[config.mk]
export PLATFORM = sky130hd
export DESIGN_NAME = y_row_ptr_encoder_flat
export DESIGN_NICKNAME = d
export VERILOG_FILES = /design/src/rtl/y_row_ptr_encoder_if.sv /design/src/rtl/y_row_ptr_encoder.sv /design/src/flat_wrapper.sv
export SDC_FILE = /design/constraint.sdc
export NUM_CORES = 1
export LEC_CHECK = 0
export BUFFER_PORTS_ARGS = -buffer_cell sky130_fd_sc_hd__buf_2
export CORE_MARGIN = 2
export CORE_UTILIZATION = 45
export DETAILED_ROUTE_END_ITERATION = 7
export HOLD_SLACK_MARGIN = 0.05
export PLACE_DENSITY_LB_ADDON = 0.25
export RECOVER_POWER = 100
export SYNTH_ARGS = -nofsm -noshare
export SYNTH_HDL_FRONTEND = slang
export SYNTH_SLANG_ARGS = --single-unit
[constraint.sdc]
create_clock -name clock -period 5.75 [get_ports clock]
set_clock_uncertainty 0.15 [all_clocks]
set_input_delay 1.725 -clock clock [delete_from_list [all_inputs] [get_ports clock]]
set_output_delay 1.725 -clock clock [all_outputs]
set_load 0.05 [all_outputs]
[src/rtl/y_row_ptr_encoder_if.sv]
// y_row_ptr_encoder_if
// Groups the start/finish control, the element stream handshake and the SRAM
// word-write port of the Y-matrix row-pointer encoder.
//   master: the stream source / SRAM side (drives start, elements, wrReady)
//   slave : the encoder (drives elemReady, write request, status)
interface y_row_ptr_encoder_if;
    logic         yRE_start;
    logic [15:0]  yRE_numRows;
    logic         yRE_elemValid;
    logic [15:0]  yRE_elemRow;
    logic         yRE_elemReady;
    logic         yRE_finish;
    logic         yRE_wrEn;
    logic [10:0]  yRE_wrAddr;
    logic [255:0] yRE_wrData;
    logic         yRE_wrReady;
    logic [15:0]  yRE_nnz;
    logic         yRE_err;
    logic         yRE_done;

    modport master (
        output yRE_start, yRE_numRows, yRE_elemValid, yRE_elemRow, yRE_finish, yRE_wrReady,
        input  yRE_elemReady, yRE_wrEn, yRE_wrAddr, yRE_wrData, yRE_nnz, yRE_err, yRE_done
    );

    modport slave (
        input  yRE_start, yRE_numRows, yRE_elemValid, yRE_elemRow, yRE_finish, yRE_wrReady,
        output yRE_elemReady, yRE_wrEn, yRE_wrAddr, yRE_wrData, yRE_nnz, yRE_err, yRE_done
    );
endinterface

[src/rtl/y_row_ptr_encoder.sv]
// y_row_ptr_encoder
// Builds the Y-matrix row-pointer table from a non-decreasing stream of
// non-zero row indices. Entry r = index of the first non-zero of row r, packed
// as 16-bit lane r[3:0] of the 256-bit word at address r[14:4]; entry numRows
// is the terminator holding the total non-zero count.
// Ports:
//   clock - single clock, rising edge
//   reset - synchronous, active-low
//   bus   - slave side of y_row_ptr_encoder_if (control, element stream,
//           SRAM write port, nnz/err/done status)
module y_row_ptr_encoder (
    input logic               clock,
    input logic               reset,
    y_row_ptr_encoder_if.slave bus
);

    typedef enum logic [1:0] {StIdle, StRun, StFlush, StDone} state_e;

    state_e         state_q, state_d;
    logic [15:0]    cur_row_q, cur_row_d;    // next row whose pointer is unwritten
    logic [15:0]    cnt_q, cnt_d;
    logic [15:0]    num_rows_q, num_rows_d;
    logic [15:0]    last_row_q, last_row_d;  // last accepted (non-error) row
    logic [255:0]   buf_q, buf_d;            // also drives wrData while a write is posted
    logic           wr_en_q, wr_en_d;
    logic [10:0]    wr_addr_q, wr_addr_d;
    logic           err_q, err_d;
    logic           done_q, done_d;

    logic [255:0]   step_buf;
    logic           step_post;
    logic           elem_bad;
    logic           elem_hit;
    logic           elem_ready;

    // Buffer as it looks after writing the current row's lane.
    always_comb begin
        step_buf = buf_q;
        step_buf[{cur_row_q[3:0], 4'b0000} +: 16] = cnt_q;
    end

    // Post the word when its last lane or the terminator has just been written.
    assign step_post = (cur_row_q[3:0] == 4'hF) || (cur_row_q == num_rows_q);

    assign elem_bad   = (bus.yRE_elemRow >= num_rows_q) || (bus.yRE_elemRow < last_row_q);
    assign elem_hit   = bus.yRE_elemRow < cur_row_q;
    assign elem_ready = (state_q == StRun) && !wr_en_q && bus.yRE_elemValid &&
                        (elem_bad || elem_hit);

    always_comb begin
        state_d    = state_q;
        cur_row_d  = cur_row_q;
        cnt_d      = cnt_q;
        num_rows_d = num_rows_q;
        last_row_d = last_row_q;
        buf_d      = buf_q;
        wr_en_d    = wr_en_q;
        wr_addr_d  = wr_addr_q;
        err_d      = err_q;
        done_d     = 1'b0;

        unique case (state_q)
            StIdle: begin
                if (bus.yRE_start) begin
                    state_d    = StRun;
                    cur_row_d  = '0;
                    cnt_d      = '0;
                    err_d      = 1'b0;
                    last_row_d = '0;
                    buf_d      = '1;
                    num_rows_d = bus.yRE_numRows;
                end
            end

            StRun: begin
                if (wr_en_q) begin
                    if (bus.yRE_wrReady) begin
                        wr_en_d = 1'b0;
                        buf_d   = '1;
                    end
                end else if (bus.yRE_elemValid) begin
                    if (elem_bad) begin
                        err_d = 1'b1;
                    end else if (elem_hit) begin
                        cnt_d      = cnt_q + 16'd1;
                        last_row_d = bus.yRE_elemRow;
                    end else begin
                        // Catch-up: write the pointer of one skipped row per cycle.
                        buf_d     = step_buf;
                        cur_row_d = cur_row_q + 16'd1;
                        if (step_post) begin
                            wr_en_d   = 1'b1;
                            wr_addr_d = cur_row_q[14:4];
                        end
                    end
                end
                if (!bus.yRE_elemValid && bus.yRE_finish) begin
                    state_d = StFlush;
                end
            end

            StFlush: begin
                if (wr_en_q) begin
                    if (bus.yRE_wrReady) begin
                        wr_en_d = 1'b0;
                        buf_d   = '1;
                        // Terminator already written: this was the final word.
                        if (cur_row_q > num_rows_q) begin
                            state_d = StDone;
                            done_d  = 1'b1;
                        end
                    end
                end else if (cur_row_q <= num_rows_q) begin
                    buf_d     = step_buf;
                    cur_row_d = cur_row_q + 16'd1;
                    if (step_post) begin
                        wr_en_d   = 1'b1;
                        wr_addr_d = cur_row_q[14:4];
                    end
                end
            end

            StDone: begin
                state_d = StIdle;
            end

            default: begin
                state_d = StIdle;
            end
        endcase
    end

    always_ff @(posedge clock) begin
        if (!reset) begin
            state_q    <= StIdle;
            cur_row_q  <= '0;
            cnt_q      <= '0;
            num_rows_q <= '0;
            last_row_q <= '0;
            buf_q      <= '1;
            wr_en_q    <= 1'b0;
            wr_addr_q  <= '0;
            err_q      <= 1'b0;
            done_q     <= 1'b0;
        end else begin
            state_q    <= state_d;
            cur_row_q  <= cur_row_d;
            cnt_q      <= cnt_d;
            num_rows_q <= num_rows_d;
            last_row_q <= last_row_d;
            buf_q      <= buf_d;
            wr_en_q    <= wr_en_d;
            wr_addr_q  <= wr_addr_d;
            err_q      <= err_d;
            done_q     <= done_d;
        end
    end

    assign bus.yRE_elemReady = elem_ready;
    assign bus.yRE_wrEn      = wr_en_q;
    assign bus.yRE_wrAddr    = wr_addr_q;
    assign bus.yRE_wrData    = buf_q;
    assign bus.yRE_nnz       = cnt_q;
    assign bus.yRE_err       = err_q;
    assign bus.yRE_done      = done_q;

endmodule

[src/flat_wrapper.sv]
// flat-port wrapper written by rule: the top's interface ports become plain ports
module y_row_ptr_encoder_flat 
  (clock, reset, bus_yRE_start, bus_yRE_numRows, bus_yRE_elemValid, bus_yRE_elemRow, bus_yRE_finish, bus_yRE_wrReady, bus_yRE_elemReady, bus_yRE_wrEn, bus_yRE_wrAddr, bus_yRE_wrData, bus_yRE_nnz, bus_yRE_err, bus_yRE_done);
  y_row_ptr_encoder_if bus_i ();
  input logic clock;
  input logic reset;
  input wire logic [$bits(bus_i.yRE_start)-1:0] bus_yRE_start;
  input wire logic [$bits(bus_i.yRE_numRows)-1:0] bus_yRE_numRows;
  input wire logic [$bits(bus_i.yRE_elemValid)-1:0] bus_yRE_elemValid;
  input wire logic [$bits(bus_i.yRE_elemRow)-1:0] bus_yRE_elemRow;
  input wire logic [$bits(bus_i.yRE_finish)-1:0] bus_yRE_finish;
  input wire logic [$bits(bus_i.yRE_wrReady)-1:0] bus_yRE_wrReady;
  output wire logic [$bits(bus_i.yRE_elemReady)-1:0] bus_yRE_elemReady;
  output wire logic [$bits(bus_i.yRE_wrEn)-1:0] bus_yRE_wrEn;
  output wire logic [$bits(bus_i.yRE_wrAddr)-1:0] bus_yRE_wrAddr;
  output wire logic [$bits(bus_i.yRE_wrData)-1:0] bus_yRE_wrData;
  output wire logic [$bits(bus_i.yRE_nnz)-1:0] bus_yRE_nnz;
  output wire logic [$bits(bus_i.yRE_err)-1:0] bus_yRE_err;
  output wire logic [$bits(bus_i.yRE_done)-1:0] bus_yRE_done;
  assign bus_i.yRE_start = bus_yRE_start;
  assign bus_i.yRE_numRows = bus_yRE_numRows;
  assign bus_i.yRE_elemValid = bus_yRE_elemValid;
  assign bus_i.yRE_elemRow = bus_yRE_elemRow;
  assign bus_i.yRE_finish = bus_yRE_finish;
  assign bus_i.yRE_wrReady = bus_yRE_wrReady;
  assign bus_yRE_elemReady = bus_i.yRE_elemReady;
  assign bus_yRE_wrEn = bus_i.yRE_wrEn;
  assign bus_yRE_wrAddr = bus_i.yRE_wrAddr;
  assign bus_yRE_wrData = bus_i.yRE_wrData;
  assign bus_yRE_nnz = bus_i.yRE_nnz;
  assign bus_yRE_err = bus_i.yRE_err;
  assign bus_yRE_done = bus_i.yRE_done;
  y_row_ptr_encoder u_core (.clock(clock), .reset(reset), .bus(bus_i));
endmodule
==> results of run 1 <==
-- cell type report --
cell class,instances,area share
multi-input combinational,1216,0.449
sequential,336,0.346
timing repair buffer,390,0.0904
clock buffer,56,0.0577
tap,468,0.0302
inverter,101,0.0195
clock inverter,10,0.00696
-- worst max-delay path: stages --
cell and delay (ns):
buf_2 0.10, inv_1 0.05, ha_1 0.27, nand2b_1 0.14, a2111oi_1 0.41, a2111oi_1 0.10
buf_4 0.16, a2111oi_4 0.38, a31oi_2 0.16, clkbuf_2 0.27
-- layer usage --
| metal | vias to the layer above | track usage | part of all wire |
|---|---|---|---|
| li1 | 7782 | - | - |
| met3 | 110 | 0.0623 | 0.089 |
| met2 | 812 | 0.455 | 0.43 |
| met5 | - | 0 | 0 |
| met1 | 8068 | 0.437 | 0.45 |
| met4 | 0 | 0.105 | 0.032 |
-- power by group through the flow --
stage               sequential, mW  clock [mW]  combinational (mW)
floorplan                     5.40           0                4.74
global placement              3.39           0                8.89
detailed placement            3.40           0                9.03
CTS                           3.36        2.50                9.05
global route                  3.46        2.60                9.47
finish                        3.39        2.47                8.82
-- worst paths after layout --
path,from,end,slack (ns),cells after the start
min reg2reg,u_core.num_rows_q[10],u_core.num_rows_q[10],0.30,2
max reg2reg,u_core.num_rows_q[9],u_core.bus.yRE_wrData[229],1.14,11
min,u_core.num_rows_q[10],u_core.num_rows_q[10],0.30,2
max,bus_yRE_elemRow[0],bus_yRE_elemReady,0.10,10
-- cell families (layout without fill, tap and decap cells) --
| kind of cell | count (synthesis) | after routing | synth area share |
|---|---|---|---|
| mux | 17 | 17 | 0.0101 |
| fa+ha+maj | 72 | 72 | 0.0537 |
| compound gates | 797 | 797 | 0.364 |
| flops | 336 | 336 | 0.401 |
| simple gates | 330 | 330 | 0.0943 |
| buf+inv | 317 | 557 | 0.0766 |
-- placed cells by master (no fill, tap or decap), drive strengths merged, types with 6 or more instances in the layout --
| cell | n |
|---|---|
| or4 | 8 |
| dfxtp | 336 |
| inv | 102 |
| a21o | 6 |
| mux2i | 17 |
| nand3 | 43 |
| clkbuf | 359 |
| o2111ai | 247 |
| nor3 | 8 |
| a211o | 9 |
| nand4 | 22 |
| nand2b | 8 |
| nor2b | 7 |
| o32a | 16 |
| a21oi | 136 |
| nand2 | 135 |
| o211ai | 246 |
| o211a | 15 |
| a31oi | 9 |
| o311ai | 17 |
| or3 | 10 |
| buf | 87 |
| o21ai | 57 |
| ha | 72 |
| o31ai | 6 |
| nor2 | 58 |
| nor4 | 9 |
-- registers in the layout (all words and copies together) (netlist names) --
name,flops
u_core.bus.yRE_done,1
u_core.bus.yRE_err,1
u_core.bus.yRE_nnz,16
u_core.bus.yRE_wrAddr,11
u_core.bus.yRE_wrData,256
u_core.bus.yRE_wrEn,1
u_core.cur_row_q,16
u_core.last_row_q,16
u_core.num_rows_q,16
u_core.state_q,2
==> flow_summary.ini, run 1 <==
[run_status]
outcome = finished, violations left
violations = capacitance limit, slew limit

[worst_setup_path]
cp.arrival_ns = 3.77
critPathMaxFanout = 3
end_kind = primary output
start_kind = input pin
critPathKind = in -> out
crit_required_ns = 3.88

[finish]
stdcell_area_sq_um = 19400
drive_gt1_frac = 0.0839
fillers = 3594
antennaDiodeCount = 0
seq_area_sq_um = 6730
syn_to_final_growth_pct = 15.8
multi_input_area_sq_um = 8710
fin_cells = 2577
fin_nets = 2193
final_util = 0.530

[timing]
setup_ws_ns = 0.101
fin_tns_setup_ns = 0
worst_pin_slew_ns = 2.07
slew_headroom = -0.379
drv_slew = 93
fin_crit_sh = 0.982
fmax_ghz = 0.177
setup_viol_count_final = 0
holdWs_ns = 0.305
rsz0062_at_grt = no
finalHoldViolations = 0
min_period_ns = 5.65

[synthesis]
yosysWarnings = 0
synth_ff_type = dfxtp_1
synth.most_common_cell = dfxtp_1
synth_edf_count = 0
ys_top_cells_by_count = 336 x dfxtp_1, 247 x o2111ai_1, 245 x o211ai_1, 160 x clkbuf_1, 136 x a21oi_1
yosys-top-cells-area = dfxtp_1 40%, o2111ai_1 13%, o211ai_1 11%
synth_area_sq_um = 16800
syn_inst = 1869
yosys.area.top_type = dfxtp_1
synthesis.nets = 1979
avgSynthCellArea_sq_um = 8.97
synth.distinct_cells = 60
async_flop_share = 0
synth_seq_cells = 336
seq_area_frac_synth = 0.401
synth_top_area_frac = 0.401

[die]
std_cell_rows = 70
initial_core_util = 0.458
pin_count = 325
die_width_um = 197
dieHeight_um = 197
die_area_sq_um = 38800
core_area_sq_um = 36600

[routing]
detail-route-antenna-nets = 0
num_vias = 16800
drtIter0Drc = 1581
wl_per_cell_um = 23.9
drtPass1Iterations = 5
routed_wl_um = 61500
drc = 0
post_drt_via_cell_ratio = 6.51

[power]
powerDensity_nw_per_um2 = 757
leakagePower_nw = 7.00
p_int_mw = 6.84
sw_frac_of_total = 0.534
power.share.combinational = 0.601
power.switching_mw = 7.85
clkPwrFrac = 0.168
irDropWorstVdd_v = 0.000418
power_frac_seq = 0.231
total_power_mw = 14.7

[clock_tree]
cts_max_level = 2
cts_buffers = 38
clock_sinks = 336
clk_latency_ns = 0.55
clkTransAtPathRegs_ns = 0.06
cts_hold_buf = 0
cts_tree = yes
cts_root_buf = clkbuf_16
cts_setup_buffers = 0
cts_resized = 0
clk_path_buf_depth = 3

[place]
placedCellCount = 2511
pre_cts_ws_ns = 0.162
dpl.hpwl_um = 41300
post_dp_cell_area_sq_um = 18700
gp_congestion = 0.934
io_buffer_count = 324

[grt]
grt_pass1_wl_um = 93000
globalRouteTotalUtil = 0.305
grt_pass1_vias = 15400
antenna_found_initial = 0
grt_max_degree = 176
overflow = 0

[run]
drv_cap = 1

[worst_hold_path]
worst_hold_path_type = reg -> reg
Note: power is estimated with default switching activity, not from simulation.
==> run 2: changes to the inputs <==
clock period = 5.9 ns   (was 5.75 ns; I/O delays follow)
==> flow_summary.ini, run 2 (same netlist as run 1, synthesis figures left out) <==
[worst_setup_path]
critPathMaxFanout = 3
critPathKind = in -> out
cp.arrival_ns = 3.87
start_kind = input pin
end_kind = primary output
crit_required_ns = 3.98

[timing]
slew_headroom = -1.09
worst_pin_slew_ns = 3.13
fin_crit_sh = 0.982
rsz0062_at_grt = no
setup_ws_ns = 0.106
holdWs_ns = 0.303
drv_slew = 145
setup_viol_count_final = 0
min_period_ns = 5.79
fin_tns_setup_ns = 0
fmax_ghz = 0.173
finalHoldViolations = 0

[grt]
grt_max_degree = 145
grt_pass1_wl_um = 92200
grt_pass1_vias = 15500
antenna_found_initial = 1
overflow = 0
globalRouteTotalUtil = 0.300

[place]
io_buffer_count = 324
dpl.hpwl_um = 40500
pre_cts_ws_ns = 0.204
gp_congestion = 0.944
post_dp_cell_area_sq_um = 18600

[clock_tree]
clock_sinks = 336
cts_setup_buffers = 0
clkTransAtPathRegs_ns = 0.06
clk_path_buf_depth = 3
cts_root_buf = clkbuf_16
cts_hold_buf = 0
cts_buffers = 38
cts_resized = 0
clk_latency_ns = 0.55
cts_max_level = 2
cts_tree = yes

[die]
die_width_um = 197
pin_count = 325
std_cell_rows = 70
initial_core_util = 0.458
dieHeight_um = 197
die_area_sq_um = 38800
core_area_sq_um = 36600

[routing]
wl_per_cell_um = 23.5
num_vias = 16800
drtPass1Iterations = 5
routed_wl_um = 60400
detail-route-antenna-nets = 0
drtIter0Drc = 1359
drc = 0
post_drt_via_cell_ratio = 6.52

[finish]
syn_to_final_growth_pct = 15.5
fin_nets = 2189
final_cell_mix = 336 x dfxtp_1, 301 x clkbuf_1, 247 x o2111ai_1
final_util = 0.529
largest_reg_flops = 256
stdcell_area_sq_um = 19400
drive_gt1_frac = 0.0859
final_common_cell = dfxtp_1

[worst_hold_path]
worst_hold_path_type = reg -> reg

[power]
irDropWorstVdd_v = 0.000470
leakagePower_nw = 6.95
powerDensity_nw_per_um2 = 735

[run_status]
outcome = finished, violations left
violations = capacitance limit, slew limit

[run]
drv_cap = 1
run 2: changes by cell type in the layout (fill, tap and decap cells not counted), sizes merged:
cell      change
diode         +1
clkbuf        -2
clkinv        +2
clkinvlp      +1
bufinv        -3
run 2: cell type report:
class / count / area (sq um)
antenna: 1 / 2.50
clock buffer: 58 / 1150
clock inverter: 10 / 58.8
fill: 3598 / 17200
inverter: 101 / 379
multi-input combinational: 1216 / 8760
sequential: 336 / 6730
tap: 468 / 586
timing repair buffer: 386 / 1710
run 2: metrics by stage:
step | total power [mW] | instances
6_report | 14.2 | 2576
5_1_grt | 15.1 | 2576
4_1_cts | 14.4 | 2575
3_5_place_dp | 12.1 | 2507
3_3_place_gp | 12.0 | 2507
2_1_floorplan | 9.88 | 1869
run 2: worst max-delay path, cell delays in order:
cell and delay [ns]:
buf_2 0.10, inv_1 0.05, ha_1 0.27, nand2b_1 0.15, a2111oi_0 0.45, a2111oi_1 0.11, buf_4 0.16, a2111oi_4 0.37
a31oi_2 0.16, clkbuf_2 0.27
run 2: per-layer routing:
layer | track usage | wire [um] | part of all wire
met1 | 0.429 | 27200 | 0.45
met2 | 0.451 | 25900 | 0.43
met3 | 0.0594 | 5310 | 0.088
met4 | 0.105 | 1990 | 0.033
met5 | 0 | 0 | 0
run 2: power breakdown:
group | switching, mW | internal [mW]
registers | 0.373 | 2.95
clock network | 0.974 | 1.34
logic | 6.31 | 2.30
total | 7.65 | 6.59
run 2: worst paths after layout:
| path | slack (ns) | start | end | cells after the start |
|---|---|---|---|---|
| setup / recovery | 0.11 | bus_yRE_elemRow[0] | bus_yRE_elemReady | 10 |
| setup reg to reg | 1.09 | u_core.cur_row_q[3] | u_core.bus.yRE_wrData[227] | 11 |
| hold / removal | 0.30 | u_core.num_rows_q[2] | u_core.num_rows_q[2] | 2 |
| hold reg to reg | 0.30 | u_core.num_rows_q[2] | u_core.num_rows_q[2] | 2 |
==> run 3: changes to the inputs <==
CORE_MARGIN = not set   (was 2)
==> flow_summary.ini, run 3 (same netlist as run 1, synthesis figures left out) <==
[power]
power_frac_seq = 0.234
power.switching_mw = 7.64
power.share.combinational = 0.600
clkPwrFrac = 0.166
sw_frac_of_total = 0.537
leakagePower_nw = 6.97
p_int_mw = 6.57
irDropWorstVdd_v = 0.000443
powerDensity_nw_per_um2 = 734

[timing]
rsz0062_at_grt = no
drv_slew = 95
finalHoldViolations = 0
fin_tns_setup_ns = 0
setup_viol_count_final = 0
fmax_ghz = 0.173
slew_headroom = -0.380
min_period_ns = 5.79
worst_pin_slew_ns = 2.07
fin_crit_sh = 0.981

[routing]
post_drt_via_cell_ratio = 6.51
topRoutingLayerUsed = met4
wl_per_cell_um = 23.5
drc = 0
route.met2.wl_um = 26700
num_vias = 16700
drtPass1Iterations = 5
wirelength_met1_um = 26900
detail-route-antenna-nets = 0
drtIter0Drc = 1497
wl_met3_um = 5040
routed_wl_um = 60500

[grt]
grt_max_degree = 174
globalRouteTotalUtil = 0.310
grt_pass1_wl_um = 93500
grt_pass1_vias = 15800
overflow = 0
antenna_found_initial = 1

[worst_setup_path]
start_kind = input pin
r2r-start = u_core.num_rows_q[0]
end_kind = primary output
r2r-end = u_core.bus.yRE_wrData[188]
critPathMaxFanout = 3
critPathKind = in -> out
cp.arrival_ns = 3.87
critPathCapture = bus_yRE_elemReady
crit_required_ns = 3.98
critPathLaunch = bus_yRE_elemRow[0]
reg2regPathDepth = 11
reg2reg_slack_ns = 1.18

[run_status]
violations = capacitance limit, slew limit
outcome = finished, violations left

[die]
initial_core_util = 0.458
dieHeight_um = 195
die_area_sq_um = 38000
pin_count = 325
core_area_sq_um = 36600
die_width_um = 195
std_cell_rows = 70

[clock_tree]
cts_setup_buffers = 0
clk_latency_ns = 0.55
clkTransAtPathRegs_ns = 0.06
cts_max_level = 2
cts_root_buf = clkbuf_16
clk_path_buf_depth = 3
clock_sinks = 336
cts_tree = yes
cts_buffers = 38

[finish]
final_cell_mix = 336 x dfxtp_1, 298 x clkbuf_1, 246 x o2111ai_1
final_common_cell = dfxtp_1
fin_nets = 2189
syn_to_final_growth_pct = 15.5
drive_gt1_frac = 0.0846
stdcell_area_sq_um = 19400
largest_reg_flops = 256
fin_cells = 2573

[place]
io_buffer_count = 324
dpl.hpwl_um = 40400
placedCellCount = 2507
post_dp_cell_area_sq_um = 18700
gp_congestion = 0.929

[worst_hold_path]
hold_start = u_core.num_rows_q[8]
worst_hold_path_type = reg -> reg

[run]
drv_cap = 1
==> run 3: cell count changes in the layout (fill, tap and decap cells not counted), sizes merged <==
cell / previous run / this run
clkbuf: 357 / 350
bufinv: 0 / 2
clkinv: 7 / 9
clkinvlp: 2 / 1
buf: 87 / 88
==> run 3: area by class of cell <==
class	instances	area, sq um
fill	3585	17200
multi-input combinational	1216	8720
sequential	336	6730
timing repair buffer	386	1740
clock buffer	52	1090
tap	468	586
inverter	101	379
clock inverter	13	121
antenna	1	2.50
==> run 3: metrics by stage <==
stage / worst slack (ns) / total power, mW / hold WS [ns] / util
final: 0.115 / 14.2 / 0.308 / 0.529
after global routing: 0.0402 / 15.0 / 0.326 / 0.529
after CTS: 0.0856 / 14.4 / 0.305 / 0.543
after detailed placement: 0.0943 / 12.1 / 0.298 / 0.510
after global placement: 0.242 / 11.9 / 0.294 / 0.510
after floorplan: 0.316 / 9.88 / 0.286 / -
==> run 3: repair_timing <==
action                                  4_1_cts  5_1_grt
resized for setup                             0        1
endpoints found under the setup margin        0        1
hold buffers                                  0        0
==> run 3: worst min path at each step <==
stage | to | slack (ns) | cells past startpoint
6_report | u_core.num_rows_q[8] | 0.31 | 2
5_1_grt | u_core.num_rows_q[8] | 0.33 | 2
4_1_cts | u_core.num_rows_q[8] | 0.31 | 2
3_5_place_dp | u_core.num_rows_q[8] | 0.30 | 2
3_3_place_gp | u_core.num_rows_q[1] | 0.29 | 2
2_1_floorplan | u_core.num_rows_q[10] | 0.29 | 2
==> run 3: power groups by stage <==
stage | combinational (mW) | clock, mW | sequential [mW]
after floorplan | 4.62 | 0 | 5.26
after global placement | 8.61 | 0 | 3.32
after detailed placement | 8.74 | 0 | 3.33
after CTS | 8.75 | 2.38 | 3.30
after global routing | 9.19 | 2.47 | 3.39
final | 8.53 | 2.35 | 3.33
==> run 3: layer usage <==
| metal | GRT usage | vias up |
|---|---|---|
| li1 | - | 7774 |
| met1 | 0.439 | 8126 |
| met2 | 0.467 | 735 |
| met3 | 0.0625 | 106 |
| met4 | 0.110 | 0 |
| met5 | 0 | - |
==> run 3: critical path, stage by stage <==
cell and delay (ns):
buf_2 0.10, inv_1 0.05, ha_1 0.27, nand2b_1 0.17, a2111oi_2 0.44, a2111oi_1 0.12
buf_4 0.16, a2111oi_4 0.38, a31oi_2 0.16, buf_2 0.24
